--- src/rtl/stream_pattern_pkg.sv ---
// Shared constants for the stream pattern generator: CTRL bit positions,
// LFSR polynomial, FSM state encoding and default cfg offsets.
package stream_pattern_pkg;

  localparam int unsigned CTRL_START = 0;
  localparam int unsigned CTRL_MODE  = 1;
  localparam int unsigned CTRL_ABORT = 2;

  localparam logic [31:0] LFSR_POLY = 32'h8020_0003;

  localparam int unsigned CFG_SEED_DEF  = 7;
  localparam int unsigned CFG_COUNT_DEF = 8;
  localparam int unsigned CFG_CTRL_DEF  = 9;

  typedef enum logic [1:0] {
    ST_IDLE  = 2'd0,
    ST_RUN   = 2'd1,
    ST_DRAIN = 2'd2
  } state_t;

endpackage

--- src/rtl/pattern_lfsr.sv ---
// Combinational 32-bit right-shifting Galois LFSR step.
// Only compiled when STREAM_PATTERN_LFSR_EN is defined.
`ifdef STREAM_PATTERN_LFSR_EN
module pattern_lfsr
  import stream_pattern_pkg::*;
(
  input  logic [31:0] i_state,
  output logic [31:0] o_next
);

  assign o_next = i_state[0] ? ((i_state >> 1) ^ LFSR_POLY) : (i_state >> 1);

endmodule
`endif

--- src/rtl/stream_pattern_gen.sv ---
// Test-pattern source for the write-stream port, programmed over the cfg bus.
// STREAM_PATTERN_LFSR_EN adds the LFSR mode (CTRL bit1); otherwise increment only.
//
// state    | meaning
// ---------+------------------------------------------------------------
// ST_IDLE  | waiting for start; outputs idle, done/sent_cnt hold last run
// ST_RUN   | emitting beats, wr_valid high, one beat per handshake
// ST_DRAIN | abort seen during a stall; hold current beat until accepted
module stream_pattern_gen
  import stream_pattern_pkg::*;
#(
  parameter int unsigned CFG_AWIDTH   = 5,
  parameter int unsigned CFG_DWIDTH   = 32,
  parameter int unsigned STREAM_WIDTH = 32,
  parameter int unsigned CFG_SEED     = CFG_SEED_DEF,
  parameter int unsigned CFG_COUNT    = CFG_COUNT_DEF,
  parameter int unsigned CFG_CTRL     = CFG_CTRL_DEF
) (
  input  logic                    clk,
  input  logic                    rst_n,
  input  logic [CFG_AWIDTH-1:0]   cfg_addr,
  input  logic [CFG_DWIDTH-1:0]   cfg_data,
  input  logic                    cfg_valid,
  output logic [STREAM_WIDTH-1:0] wr_data,
  output logic                    wr_valid,
  input  logic                    wr_ready,
  output logic                    busy,
  output logic                    done,
  output logic [CFG_DWIDTH-1:0]   sent_cnt
);

  state_t                  r_state;
  logic [STREAM_WIDTH-1:0] r_seed;
  logic [STREAM_WIDTH-1:0] r_wr_data;
  logic [CFG_DWIDTH-1:0]   r_count;
  logic [CFG_DWIDTH-1:0]   r_run_count;
  logic [CFG_DWIDTH-1:0]   r_sent_cnt;
  logic                    r_wr_valid;
  logic                    r_done;

  logic                    w_seed_wr;
  logic                    w_count_wr;
  logic                    w_ctrl_wr;
  logic                    w_start;
  logic                    w_abort;
  logic                    w_hs;
  logic [CFG_DWIDTH-1:0]   w_sent_inc;
  logic [STREAM_WIDTH-1:0] w_next;
  logic [STREAM_WIDTH-1:0] w_first;

  assign w_seed_wr  = cfg_valid && (cfg_addr == CFG_AWIDTH'(CFG_SEED));
  assign w_count_wr = cfg_valid && (cfg_addr == CFG_AWIDTH'(CFG_COUNT));
  assign w_ctrl_wr  = cfg_valid && (cfg_addr == CFG_AWIDTH'(CFG_CTRL));
  // abort wins over start when both arrive in the same CTRL word
  assign w_start    = w_ctrl_wr && cfg_data[CTRL_START] && !cfg_data[CTRL_ABORT];
  assign w_abort    = w_ctrl_wr && cfg_data[CTRL_ABORT];
  assign w_hs       = r_wr_valid && wr_ready;
  assign w_sent_inc = r_sent_cnt + CFG_DWIDTH'(1);

`ifdef STREAM_PATTERN_LFSR_EN
  logic        r_mode;
  logic [31:0] w_lfsr_next;

  if (STREAM_WIDTH != 32) begin : g_width_check
    $error("stream_pattern_gen: LFSR mode requires STREAM_WIDTH == 32");
  end

  pattern_lfsr u_lfsr (
    .i_state (r_wr_data),
    .o_next  (w_lfsr_next)
  );

  // seed 0 would lock the LFSR, so it starts from 1 instead
  assign w_first = (cfg_data[CTRL_MODE] && (r_seed == '0)) ? STREAM_WIDTH'(1) : r_seed;
  assign w_next  = r_mode ? w_lfsr_next : r_wr_data + STREAM_WIDTH'(1);

  always_ff @(posedge clk or negedge rst_n) begin
    if (!rst_n) begin
      r_mode <= 1'b0;
    end else if (r_state == ST_IDLE && w_start) begin
      r_mode <= cfg_data[CTRL_MODE];
    end
  end
`else
  assign w_first = r_seed;
  assign w_next  = r_wr_data + STREAM_WIDTH'(1);
`endif

  always_ff @(posedge clk or negedge rst_n) begin
    if (!rst_n) begin
      r_state     <= ST_IDLE;
      r_seed      <= '0;
      r_count     <= '0;
      r_run_count <= '0;
      r_sent_cnt  <= '0;
      r_wr_data   <= '0;
      r_wr_valid  <= 1'b0;
      r_done      <= 1'b0;
    end else begin
      if (w_seed_wr)  r_seed  <= STREAM_WIDTH'(cfg_data);
      if (w_count_wr) r_count <= cfg_data;

      case (r_state)
        ST_IDLE: begin
          if (w_start) begin
            r_sent_cnt  <= '0;
            r_run_count <= r_count;
            r_done      <= (r_count == '0);
            if (r_count != '0) begin
              r_state    <= ST_RUN;
              r_wr_valid <= 1'b1;
              r_wr_data  <= w_first;
            end
          end
        end
        ST_RUN: begin
          if (w_abort) begin
            if (wr_ready) begin
              r_sent_cnt <= w_sent_inc;
              r_wr_valid <= 1'b0;
              r_state    <= ST_IDLE;
            end else begin
              r_state <= ST_DRAIN;
            end
          end else if (w_hs) begin
            r_sent_cnt <= w_sent_inc;
            if (w_sent_inc == r_run_count) begin
              r_wr_valid <= 1'b0;
              r_done     <= 1'b1;
              r_state    <= ST_IDLE;
            end else begin
              r_wr_data <= w_next;
            end
          end
        end
        ST_DRAIN: begin
          if (wr_ready) begin
            r_sent_cnt <= w_sent_inc;
            r_wr_valid <= 1'b0;
            r_state    <= ST_IDLE;
          end
        end
        default: r_state <= ST_IDLE;
      endcase
    end
  end

  assign wr_data  = r_wr_data;
  assign wr_valid = r_wr_valid;
  assign busy     = (r_state != ST_IDLE);
  assign done     = r_done;
  assign sent_cnt = r_sent_cnt;

endmodule

--- config.mk ---
export PLATFORM = sky130hd
export DESIGN_NAME = stream_pattern_gen
export DESIGN_NICKNAME = d
export VERILOG_FILES = /design/src/rtl/stream_pattern_pkg.sv /design/src/rtl/pattern_lfsr.sv /design/src/rtl/stream_pattern_gen.sv
export SDC_FILE = /design/constraint.sdc
export NUM_CORES = 1
export LEC_CHECK = 0
export CORE_MARGIN = 2
export CORE_UTILIZATION = 40
export DETAILED_ROUTE_END_ITERATION = 8
export SLEW_MARGIN = 20
export SYNTH_ARGS = -nofsm -noshare
export SYNTH_HDL_FRONTEND = slang
export SYNTH_SLANG_ARGS = --single-unit
--- constraint.sdc ---
create_clock -name clk -period 3.5 [get_ports clk]
set_input_delay 0.35 -clock clk [delete_from_list [all_inputs] [get_ports clk]]
set_output_delay 0.35 -clock clk [all_outputs]
set_load 0.02 [all_outputs]
==> impl_metrics.json <==
{
  "status": "finished, violations left",
  "violations": "hold timing",
  "clockRootBuffer": "clkbuf_16",
  "fin_skew_ns": 0.01589,
  "grt-busiest-layer": "met2",
  "vias": 8097,
  "end_kind": "register",
  "crit_chain": "nand4_1, nor4_4, mux2i_1, a21oi_1, o311ai_1, nor4_1, buf_4, and2_1, or4b_1, a311oi_2",
  "setup_viol": 0,
  "critPathMaxStageDelay_ns": 0.54,
  "drv_slew": 0,
  "synth_seq_area_share_pct": 43.49,
  "relSlewSlack_pct": 36.38,
  "place.port_buffers": 107,
  "std_cell_rows": 56,
  "grt_pass1_vias": 7693,
  "synth_cell_types": 84,
  "max_slew.worst_pin.slew_ns": 0.9543,
  "cp.required_ns": 3.85,
  "die_x_um": 157.6,
  "cts_tree": "yes",
  "drc": 0,
  "layout_common_cells": "dfrtp_1, clkdlybuf4s50_1, mux2_2",
  "synth_warnings": 0,
  "pwr-share-comb_pct": 41.1,
  "post-route-min-period_ns": 3.257,
  "arrival_ns": 3.61,
  "synthArstFlopShare_pct": 100.0,
  "antennaDiodeCount": 0,
  "ys_dominant_reg_cell": "dfrtp_1",
  "timing.final.crit_share_pct": 93.06,
  "grt_use_met2_pct": 35.87,
  "switching_share_pct": 39.88,
  "syn_nets": 988,
  "drt-initial-drc-count": 618,
  "cts_hold_buf": 0,
  "clk_pin_slew_ns": 0.07,
  "grtUsageMet3_pct": 3.148,
  "power_density_nw_per_um2": 645.0,
  "netlist_top_cells_area": "dfrtp_1, mux2_2, xnor2_1",
  "first_pass_iters": 5,
  "h-tree-depth": 4,
  "nNetsFinal": 1111,
  "dpl.hpwl_mm": 20.10,
  "wl_mm": 27.71,
  "area_growth_pct": 23.63,
  "seqPwrFrac_pct": 35.7,
  "synth_edf_count": 0,
  "synth-seq-cells": 164,
  "ff2ff_setup_slack_ns": 0.24,
  "synth_area_um2": 9437,
  "ctsLongestPathBuffers": 2,
  "max_freq_mhz": 307.0,
  "clk_latency_ns": 0.44,
  "cp_max_fo": 10,
  "dieArea_um2": 24840,
  "irDropWorstVdd_mv": 0.3989,
  "die_h_um": 157.6,
  "p_int_mw": 4.524,
  "via_per_inst": 5.804,
  "ios": 108,
  "whs_ns": -0.05074,
  "setup_tns_ns": 0,
  "layout_commonest_cell": "dfrtp_1",
  "hp-class": "in -> async",
  "p_leak_nw": 4.950,
  "syn_inst": 941,
  "hold_viol_final": 10,
  "grt_max_degree": 94,
  "met1_usage_pct": 33.69,
  "wl_per_cell_um": 19.86,
  "synth_top_area_cell": "dfrtp_1",
  "startpoint_type": "register",
  "p_total_mw": 7.525,
  "grt_overflow": 0,
  "clock-sinks": 164,
  "p_clk_share_pct": 23.2,
  "path_class": "reg -> reg",
  "crit_slowest_cell": "dfrtp_1",
  "globalplace.congestion": 0.9662,
  "rsz0062_at_grt": "no",
  "power_switching_mw": 3.001,
  "antenna_left": 0,
  "syn_area_per_cell_um2": 10.03,
  "antenna_found_initial": 0,
  "grtUsageTotal_pct": 23.12,
  "start_util_pct": 40.44,
  "yosysTopAreaCellShare_pct": 43.49,
  "cap_violations": 0,
  "numCtsBuffers": 17,
  "core-area_um2": 23330,
  "grt_pass1_wl_mm": 44.11,
  "layout-drive-gt1-share_pct": 20.45
}
-- cell usage after synthesis, drive strengths merged (12+ instances only) --
master / n
buf: 29
o22ai: 17
inv: 18
nor4: 21
dfrtp: 164
mux2: 97
clkbuf: 34
xnor2: 29
nand2: 62
nand3: 47
xor2: 12
o31ai: 16
o21ai: 41
a21oi: 43
nor2: 50
nor3: 37
and3: 31
nand4: 30
-- registers in the layout (all words and copies together) (netlist names) --
name         count
wr_data         32
r_run_count     32
done             1
r_seed          32
r_state          2
r_count         32
sent_cnt        32
wr_valid         1
-- worst paths after layout --
check	from	end	depth (start not counted)
hold reg to reg	r_seed[15]	r_seed[15]	1
setup reg to reg	sent_cnt[13]	wr_data[17]	10
hold / removal	rst_n	sent_cnt[7]	1
max in group asynchronous	rst_n	r_run_count[5]	2
min in group clk	r_seed[15]	r_seed[15]	1
setup / recovery	sent_cnt[13]	wr_data[17]	10
-- routing by layer --
layer / vias up / share of wire, %
li1: 3779 / -
met3: 31 / 5.6
met2: 293 / 46
met5: - / 0
met1: 3994 / 47
met4: 0 / 1.8
-- per-stage QoR --
stage | setup slack (ns) | hold slack (ns) | cell area, um^2 | utilization [%] | instances
floorplan | 0.3068 | 0.05441 | 9437 | - | 941
global placement | 0.07125 | 0.4842 | 11120 | 47.65 | 1363
detailed placement | 0.06709 | 0.4884 | 11120 | 47.65 | 1363
CTS | 0.2603 | 0.05271 | 11650 | 49.95 | 1394
global route | 0.03470 | 0.07865 | 11670 | 50.00 | 1395
finish | 0.2429 | -0.05074 | 11670 | 50.00 | 1395
-- power by group through the flow --
| stage | Combinational, mW | Clock [mW] | Sequential (mW) |
|---|---|---|---|
| finish | 3.09 | 1.75 | 2.68 |
| detailed placement | 3.07 | 0 | 2.70 |
| global placement | 3.04 | 0 | 2.70 |
| floorplan | 1.69 | 0 | 2.78 |
| CTS | 3.09 | 1.77 | 2.67 |
| global route | 3.40 | 1.86 | 2.74 |
-- cell type report --
cell class	instances	area [um^2]
Timing Repair Buffer	167	1573
Sequential cell	164	4104
Multi-Input combinational cell	696	4986
Fill cell	2152	11670
Tap cell	319	399.1
Clock buffer	21	460.4
Inverter	18	67.56
Clock inverter	10	76.32
-- timing repair --
item | CTS | global route
setup endpoints to repair | 0 | 21
gates resized for setup | 0 | 1
buffers inserted | 0 | 1
-- logic make-up (layout without fill, tap and decap cells) --
group | count (synthesis) | in the layout | share of synthesized area (%)
buffers and inverters | 81 | 216 | 3.779
and+or+nand+nor | 339 | 339 | 20.94
adders and majority gates | 6 | 6 | 0.7955
DFF | 164 | 164 | 43.49
muxes | 105 | 105 | 12.42
xor gates and xnor gates | 41 | 41 | 3.885
AOI/OAI and AO/OA | 205 | 205 | 14.69
-- critical path: cells and delay by family (launching register included) --
family | cells | cell delay (ns)
DFF | 1 | 0.54
and+or+nand+nor | 5 | 1.68
AOI/OAI and AO/OA | 3 | 0.48
buffers and inverters | 1 | 0.16
muxes | 1 | 0.31
Note: power is estimated with default switching activity, not from simulation.
